==> config.mk <==
export PLATFORM = sky130hd
export DESIGN_NAME = wbh_reset_seq
export DESIGN_NICKNAME = d
export VERILOG_FILES = /design/src/rtl/wbh_reset_seq.sv
export SDC_FILE = /design/constraint.sdc
export NUM_CORES = 1
export LEC_CHECK = 0
export ABC_AREA = 1
export ABC_CLOCK_PERIOD_IN_PS = 2100
export BUFFER_PORTS_ARGS = -buffer_cell sky130_fd_sc_hd__buf_2
export CORE_ASPECT_RATIO = 1.2
export CORE_UTILIZATION = 39
export CTS_CLUSTER_SIZE = 12
export DETAILED_ROUTE_END_ITERATION = 7
export GPL_ROUTABILITY_DRIVEN = 1
export MAX_ROUTING_LAYER = met4
export PLACE_DENSITY = 0.54
export SETUP_SLACK_MARGIN = 0.2
export SYNTH_ARGS = -nofsm -noshare
export SYNTH_HDL_FRONTEND = slang
export SYNTH_SLANG_ARGS = --single-unit
==> constraint.sdc <==
create_clock -name wb_clk_i -period 2.1 [get_ports wb_clk_i]
set_input_delay 0.21 -clock wb_clk_i [delete_from_list [all_inputs] [get_ports wb_clk_i]]
set_output_delay 0.21 -clock wb_clk_i [all_outputs]
set_load 0.02 [all_outputs]
==> src/rtl/wbh_reset_seq.sv <==
// wb_host reset sequencer: qualifies PLL lock, then releases the seven domain resets in order.
// Optional WAIT_LOCK watchdog is compiled in when RST_SEQ_WDOG_EN is defined.
module wbh_reset_seq #(
   parameter int unsigned GAP_CYCLES  = 16,
   parameter int unsigned LOCK_FILT   = 8,
   parameter int unsigned WDOG_CYCLES = 1024
) (
   input  logic       wb_clk_i,
   input  logic       wb_rst_i,
   input  logic       cfg_seq_en,
   input  logic       pll_lock,
   input  logic [5:0] cfg_soft_rst,
   output logic       wb_rst_n,
   output logic       spi_rst_n,
   output logic       sdram_rst_n,
   output logic       uart_rst_n,
   output logic       i2cm_rst_n,
   output logic       usb_rst_n,
   output logic       cpu_rst_n,
   output logic       seq_done,
   output logic       seq_err,
   output logic [2:0] seq_state
);

   localparam int unsigned NUM_STAGES = 7;
   localparam int unsigned IDX_W      = 3;
   localparam int unsigned LOCK_W     = 8;
   localparam int unsigned GAP_W      = 16;

   localparam logic [IDX_W-1:0]  IDX_END  = IDX_W'(NUM_STAGES);
   localparam logic [LOCK_W-1:0] LOCK_LIM = LOCK_W'(LOCK_FILT);
   localparam logic [GAP_W-1:0]  GAP_LAST = GAP_W'(GAP_CYCLES - 1);

   if (GAP_CYCLES < 1 || GAP_CYCLES > 65535 || LOCK_FILT < 1 || LOCK_FILT > 255 ||
       WDOG_CYCLES < 1 || WDOG_CYCLES > 65535) begin : g_param_check
      $error("wbh_reset_seq: parameter out of range");
   end

   typedef enum logic [2:0] {
      ST_IDLE      = 3'd0,
      ST_WAIT_LOCK = 3'd1,
      ST_RELEASE   = 3'd2,
      ST_DONE      = 3'd3,
      ST_ERR       = 3'd4
   } state_t;

   state_t                  state;
   logic [LOCK_W-1:0]       lock_cnt;
   logic [GAP_W-1:0]        gap_cnt;
   logic [IDX_W-1:0]        stage_idx;
   logic [NUM_STAGES-1:0]   rst_n_q;
   logic [NUM_STAGES-1:0]   hold_mask;

   // wb (stage 0) has no soft-reset bit and is never held back
   assign hold_mask = {cfg_soft_rst, 1'b0};

`ifdef RST_SEQ_WDOG_EN
   localparam int unsigned WDOG_W = 16;
   localparam logic [WDOG_W-1:0] WDOG_LIM = WDOG_W'(WDOG_CYCLES);

   logic [WDOG_W-1:0] wdog_cnt;
   logic              seq_err_q;

   assign seq_err = seq_err_q;
`else
   assign seq_err = 1'b0;
`endif

   always_ff @(posedge wb_clk_i) begin
      if (wb_rst_i || !cfg_seq_en) begin
         state     <= ST_IDLE;
         lock_cnt  <= '0;
         gap_cnt   <= '0;
         stage_idx <= '0;
         rst_n_q   <= '0;
         seq_done  <= 1'b0;
`ifdef RST_SEQ_WDOG_EN
         wdog_cnt  <= '0;
         seq_err_q <= 1'b0;
`endif
      end else if (!pll_lock && (state == ST_RELEASE || state == ST_DONE)) begin
         // lock lost: restart qualification, sequence will restart from stage 0
         state     <= ST_WAIT_LOCK;
         lock_cnt  <= '0;
         gap_cnt   <= '0;
         stage_idx <= '0;
         rst_n_q   <= '0;
         seq_done  <= 1'b0;
`ifdef RST_SEQ_WDOG_EN
         wdog_cnt  <= '0;
`endif
      end else begin
         case (state)
            ST_IDLE: begin
               state    <= ST_WAIT_LOCK;
               lock_cnt <= '0;
`ifdef RST_SEQ_WDOG_EN
               wdog_cnt <= '0;
`endif
            end
            ST_WAIT_LOCK: begin
               if (pll_lock && lock_cnt == LOCK_LIM) begin
                  state     <= ST_RELEASE;
                  stage_idx <= '0;
                  gap_cnt   <= '0;
               end
`ifdef RST_SEQ_WDOG_EN
               else if (wdog_cnt == WDOG_LIM) begin
                  state     <= ST_ERR;
                  seq_err_q <= 1'b1;
               end
`endif
               else begin
                  lock_cnt <= pll_lock ? lock_cnt + LOCK_W'(1) : '0;
`ifdef RST_SEQ_WDOG_EN
                  wdog_cnt <= wdog_cnt + WDOG_W'(1);
`endif
               end
            end
            ST_RELEASE: begin
               if (stage_idx == IDX_END) begin
                  state    <= ST_DONE;
                  seq_done <= 1'b1;
               end else if (gap_cnt == GAP_LAST) begin
                  if (!hold_mask[stage_idx]) rst_n_q[stage_idx] <= 1'b1;
                  stage_idx <= stage_idx + IDX_W'(1);
                  gap_cnt   <= '0;
               end else begin
                  gap_cnt <= gap_cnt + GAP_W'(1);
               end
            end
            ST_DONE: rst_n_q <= {~cfg_soft_rst, 1'b1};
            ST_ERR:  ;
            default: state <= ST_IDLE;
         endcase
      end
   end

   assign wb_rst_n    = rst_n_q[0];
   assign spi_rst_n   = rst_n_q[1];
   assign sdram_rst_n = rst_n_q[2];
   assign uart_rst_n  = rst_n_q[3];
   assign i2cm_rst_n  = rst_n_q[4];
   assign usb_rst_n   = rst_n_q[5];
   assign cpu_rst_n   = rst_n_q[6];
   assign seq_state   = state;

endmodule
==> flow_summary.ini, run 1 <==
[synthesis]
avgSynthCellArea_um2 = 6.26
ys_seq_area_share_pct = 31.3
synth-seq-cells = 37
synth_top_cell_by_area = dfxtp_1
synth_top_area_share_pct = 31.3
synth_area_leaders = dfxtp_1, nand2_1, nor2_1, inv_1, nand3_1
synth_cells = 378
synth_warnings = 0
synth_cell_types = 29
syn_area_mm2 = 0.00237

[floorplanning]
dieWidth_um = 73.1
die_h_um = 87.3
ios = 22
placementRows = 30
die_area_mm2 = 0.00639
initial_core_util_pct = 41.2
coreArea_mm2 = 0.00574

[global_routing]
grt_pass1_wl_mm = 9.36
antenna_found_initial = 0
grt_max_degree = 18
grt_pass1_vias = 2083
grt_usage_pct = 19.6
grt_overflow = 0

[clock_network]
cts_sinks = 37
cts_tree = done
numCtsBuffers = 5
cts_hold_buf = 0
cts_root_buf = clkbuf_8
clkLatencyLatePin_ns = 0.29
clockBufferDepth = 2
path_clk_slew_ns = 0.08
ctsHtreeMaxLevel = 2

[critical_path]
crit_slowest_cell = dfxtp_2
startpoint_type = flip-flop
r2r-end = gap_cnt[7]$_SDFFE_PP0P_
critPathMaxFanout = 7
cp_data_arrival_time_ns = 1.87
regToRegSetupSlack_ns = 0.42
critPathMaxStageDelay_ns = 0.36
reg2reg_from = stage_idx[0]$_SDFFE_PP0P_
cp_cell_sequence = ha_1 > ha_1 > nand2_1 > o21ai_1 > inv_1 > nand2_4 > buf_4 > nor3b_1 > nor2_1
reg2regPathDepth = 9
worstPathRequired_ns = 2.29
crit_family = adder cells
end_kind = flip-flop
path_buf_inv = 2
crit_top_cell = ha_1
crit_type = reg2reg

[drt]
wl_per_cell_um = 11.6
viasPerCell = 4.74
drtIter0Drc = 85
drtPass1Iterations = 5
drcViolationCount = 0
ant_nets = 0
vias = 2299
routed_wl_mm = 5.62

[timing]
fmax_mhz = 596
period_needed_ns = 1.68
hold_viol_final = 0
fin_setup_tns_ns = 0
period_share_pct = 80.0
timing.hold.ws_ns = 0.167
grt_setup_unrepaired = false
fin_skew_ns = 0.00570
setup_viol = 0
maxSlewViolCount = 0

[power]
irDropWorstVdd_uv = 275
pwr_density_cell_mw_per_mm2 = 604
p_comb_share_pct = 23.8
swShare_pct = 32.8
internal_power_mw = 1.09
leakage_nw = 1.13
p_sw_uw = 531
share_clk_of_total_power_pct = 30.3
power_frac_seq_pct = 45.9

[cells_and_area]
regArea_um2 = 744
nets = 424
layoutNonFillerInstCount = 485
fill_cells = 644
area_growth_syn_to_layout_pct = 13.1
n_antenna_cell = 0
layout-drive-gt1-share_pct = 14.6
multi_input_area_mm2 = 0.00141

[min_path]
hold_start = wb_rst_i
hold_path_class = in2reg
hold_depth = 4
hold_end = seq_state[0]$_SDFFE_PP0P_

[place]
gp_congestion = 0.829
post-dp-hpwl_mm = 4.17
dp_cells = 475
io_buffer_count = 19

[outcome]
status = complete, no violations

[job]
cap_violations = 0
## layout by cell type (no fill, tap or decap), types with 3 or more instances in the layout
master,instances
a21oi_1,17
buf_2,19
buf_4,8
clkbuf_8,5
dfxtp_1,34
dfxtp_2,3
ha_1,9
inv_1,43
nand2_1,96
nand2_2,5
nand3_1,29
nand4_1,4
nor2_1,82
nor2_2,4
nor3_1,4
o21ai_0,9
o21ai_1,3
o31ai_1,4
xor2_1,4
## cell usage after synthesis (all sizes together)
master    n
nand2   103
nor2     88
inv      45
dfxtp    37
nand3    31
a21oi    20
o21ai    12
ha       10
buf       8
nand4     4
nor3      4
o31ai     4
xor2      4
a22oi     2
clkbuf    2
o21bai    2
conb      1
nor3b     1
## logic make-up (layout without fill, tap and decap cells)
logic type | count (synthesis) | in the layout | synth area share, %
buffers and inverters | 55 | 81 | 10.1
other | 1 | 2 | 0.158
adders and majority gates | 10 | 10 | 5.29
AOI/OAI and AO/OA | 40 | 40 | 10.1
xor gates and xnor gates | 4 | 4 | 1.48
and+or+nand+nor | 231 | 231 | 41.6
DFF | 37 | 37 | 31.3
## final cells by class
type,instances,share of cell area (%)
timing repair buffer,28,6.54
clock inverter,2,0.374
tap,80,3.74
clock buffer,6,2.71
inverter,45,6.31
multi-input combinational,287,52.5
sequential,37,27.8
## sequential cells by signal, indices dropped and copies added (netlist names)
register	flops
stage_idx	3
seq_done	1
gap_cnt	16
lock_cnt	8
rst_n_q	7
seq_state	2
## worst reg2reg max path: cells and delay by family (launching register included)
family / cells / cell delay, ns
adders and majority gates: 2 / 0.43
and+or+nand+nor: 4 / 0.42
DFF: 1 / 0.36
buffers and inverters: 2 / 0.30
AOI/OAI and AO/OA: 1 / 0.09
## stage by stage
stage,power [mW],area [um^2],util (%),worst slack [ns]
floorplan,1.03,2370,-,0.310
global placement,1.12,2550,44.4,0.201
detailed placement,1.12,2550,44.4,0.187
finish,1.62,2680,46.6,0.421
CTS,1.61,2630,45.8,0.200
global route,1.73,2680,46.6,0.224
## worst max path at each step
stage                              start                       end  slack (ns)  depth (start not counted)
3_5_place_dp   stage_idx[1]$_SDFFE_PP0P_  gap_cnt[10]$_SDFFE_PP0P_        0.19                         10
4_1_cts        seq_state[1]$_SDFFE_PP0P_  gap_cnt[10]$_SDFFE_PP0P_        0.20                          9
5_1_grt        seq_state[0]$_SDFFE_PP0P_   rst_n_q[2]$_SDFFE_PP0P_        0.22                          9
2_1_floorplan  seq_state[0]$_SDFFE_PP0P_   rst_n_q[2]$_SDFFE_PP0P_        0.31                          9
6_report       stage_idx[0]$_SDFFE_PP0P_   gap_cnt[7]$_SDFFE_PP0P_        0.42                          9
3_3_place_gp   stage_idx[1]$_SDFFE_PP0P_  gap_cnt[10]$_SDFFE_PP0P_        0.20                         10
## repair_timing
action | CTS | global route
setup endpoints to repair | 5 | 31
setup buffers | 0 | 2
resized for setup | 1 | 8
pin swaps | 0 | 1
## per-layer routing
| metal | GRT usage (%) | part of all wire, % |
|---|---|---|
| met5 | - | 0 |
| met4 | 6.77 | 0.93 |
| met3 | 3.24 | 3.1 |
| met2 | 33.7 | 50 |
| met1 | 23.0 | 46 |
## power by group through the flow
stage | logic [mW] | registers [mW] | clock network (mW)
after floorplan | 0.270 | 0.763 | 0
after global placement | 0.362 | 0.756 | 0
after detailed placement | 0.361 | 0.757 | 0
after CTS | 0.362 | 0.741 | 0.512
after global routing | 0.434 | 0.746 | 0.546
final | 0.385 | 0.742 | 0.490
Power figures use the tool's default switching activity.
==> run 2, diff against run 1 <==
--- a/config.mk
+++ b/config.mk
@@ -6,7 +6,7 @@
 export NUM_CORES = 1
 export LEC_CHECK = 0
 export ABC_AREA = 1
-export ABC_CLOCK_PERIOD_IN_PS = 2100
+export ABC_CLOCK_PERIOD_IN_PS = 1700
 export BUFFER_PORTS_ARGS = -buffer_cell sky130_fd_sc_hd__buf_2
 export CORE_ASPECT_RATIO = 1.2
 export CORE_UTILIZATION = 39
==> constraint.sdc (replaced) <==
create_clock -name wb_clk_i -period 1.7 [get_ports wb_clk_i]
set_input_delay 0.17 -clock wb_clk_i [delete_from_list [all_inputs] [get_ports wb_clk_i]]
set_output_delay 0.17 -clock wb_clk_i [all_outputs]
set_load 0.02 [all_outputs]
==> flow_summary.ini, run 2 (synthesized netlist as in run 1, its figures left out) <==
[critical_path]
regToRegSetupSlack_ns = 0.13
critPathMaxStageDelay_ns = 0.35
crit_top_cell = nor2_1
end_kind = flip-flop
crit_slowest_cell = dfxtp_4
reg2regPathDepth = 10
worstPathRequired_ns = 1.88
startpoint_type = flip-flop
cp-startpoint = seq_state[0]$_SDFFE_PP0P_
reg2reg_from = seq_state[0]$_SDFFE_PP0P_
r2r-end = gap_cnt[12]$_SDFFE_PP0P_
crit_type = reg2reg
crit_family = buffers and inverters
cp_data_arrival_time_ns = 1.75
critPathMaxFanout = 6
path_buf_inv = 3
cp_cell_sequence = inv_2 > ha_4 > buf_6 > nand2_4 > o21ai_4 > a21oi_4 > buf_6 > nor2_1 > nor2_1 > nor2_1

[drt]
vias = 2519
viasPerCell = 4.85
drtIter0Drc = 121
ant_nets = 0
routed_wl_mm = 6.48
drcViolationCount = 0
drtPass1Iterations = 4
wl_per_cell_um = 12.5

[timing]
hold_viol_final = 0
grt_setup_unrepaired = true
timing.hold.ws_ns = 0.154
period_needed_ns = 1.57
maxSlewViolCount = 0
setup_viol = 0
fin_skew_ns = 0.00256
fin_setup_tns_ns = 0
period_share_pct = 92.5
fmax_mhz = 636

[cells_and_area]
layoutNonFillerInstCount = 519
largest_reg_flops = 16
largest-register = gap_cnt
area_growth_syn_to_layout_pct = 39.9
layout-drive-gt1-share_pct = 33.7
n_antenna_cell = 0
top_regs = gap_cnt: 16 flops, lock_cnt: 8 flops, rst_n_q: 7 flops
layout_common_cells = nand2_1, nor2_1, inv_1, buf_4, nand3_1
layout_commonest_cell = nand2_1
nets = 459
fill_cells = 579

[place]
dp_cells = 490
post-dp-hpwl_mm = 4.42
gp_congestion = 0.887
io_buffer_count = 19

[clock_network]
ctsHtreeMaxLevel = 2
clkLatencyLatePin_ns = 0.28
numCtsBuffers = 5
clockBufferDepth = 2
cts_hold_buf = 0
path_clk_slew_ns = 0.07
cts_tree = done
cts_root_buf = clkbuf_8
cts_sinks = 37

[outcome]
status = complete, no violations

[power]
pwr_density_cell_mw_per_mm2 = 705
p_comb_share_pct = 33.4
power_frac_seq_pct = 39.2
leakage_nw = 1.35
irDropWorstVdd_uv = 337
p_sw_uw = 782
share_clk_of_total_power_pct = 27.4
internal_power_mw = 1.55
swShare_pct = 33.5

[global_routing]
grt_max_degree = 15
grt_pass1_wl_mm = 10.6
antenna_found_initial = 0
grt_usage_pct = 22.1
grt_overflow = 0
grt_pass1_vias = 2373

[floorplanning]
ios = 22
initial_core_util_pct = 41.2
coreArea_mm2 = 0.00574
dieWidth_um = 73.1
die_h_um = 87.3
die_area_mm2 = 0.00639
placementRows = 30

[min_path]
hold_start = wb_rst_i
hold_end = seq_state[0]$_SDFFE_PP0P_
hold_path_class = in2reg
hold_depth = 4

[job]
cap_violations = 0
-- run 2: cell types whose count changed in the layout (fill, tap and decap cells not counted), sizes merged --
cell    previous run  this run
clkinv             2         0
nand2            103       104
buf               28        62
clkbuf             6         7
-- run 2: routing by layer --
layer / GRT usage, % / routed length, um
met2: 38.2 / 3130
met3: 3.13 / 222
met4: 9.09 / 231
met5: - / 0
met1: 25.2 / 2900
-- run 2: worst max path at each step --
stage | end | depth (start not counted)
floorplan | gap_cnt[14]$_SDFFE_PP0P_ | 9
global placement | stage_idx[1]$_SDFFE_PP0P_ | 9
detailed placement | gap_cnt[0]$_SDFFE_PP0P_ | 10
CTS | lock_cnt[7]$_SDFFE_PP0P_ | 11
global route | gap_cnt[2]$_SDFFE_PP0P_ | 10
finish | gap_cnt[12]$_SDFFE_PP0P_ | 10
-- run 2: layout make-up --
| class | count | area [um^2] | area share [%] |
|---|---|---|---|
| inverter | 45 | 174 | 5.25 |
| sequential | 37 | 759 | 22.9 |
| clock buffer | 7 | 86.3 | 2.61 |
| timing repair buffer | 62 | 488 | 14.7 |
| tap | 80 | 100 | 3.02 |
| multi-input combinational | 288 | 1700 | 51.4 |
-- run 2: timing repair --
action                                  4_1_cts  5_1_grt
gates cloned                                  2        0
setup buffers                                15        5
hold endpoints to repair                      0        0
pin swaps                                    15       29
endpoints found under the setup margin       33       35
resized for setup                            38       60
-- run 2: metrics by stage --
step | total power, mW | cell area [um^2] | util [%] | worst slack [ns]
4_1_cts | 2.21 | 3050 | 53.1 | 0.172
2_1_floorplan | 1.29 | 2400 | - | 0.216
3_5_place_dp | 1.45 | 2700 | 47.0 | 0.0622
3_3_place_gp | 1.45 | 2700 | 47.0 | 0.0514
6_report | 2.33 | 3310 | 57.6 | 0.127
5_1_grt | 2.45 | 3310 | 57.6 | 0.0432
-- run 2: power groups by stage --
stage	Combinational, mW	Sequential, mW	Clock, mW
after global routing	0.839	0.918	0.693
after CTS	0.641	0.912	0.660
after global placement	0.515	0.931	0
final	0.778	0.915	0.639
after detailed placement	0.517	0.931	0
after floorplan	0.343	0.945	0
-- run 2: worst reg2reg max path, stage by stage, from the launching register on --
cell	delay (ns)
dfxtp_4	0.35
inv_2	0.05
ha_4	0.18
buf_6	0.14
nand2_4	0.07
o21ai_4	0.07
a21oi_4	0.20
buf_6	0.17
nor2_1	0.06
nor2_1	0.11
nor2_1	0.06
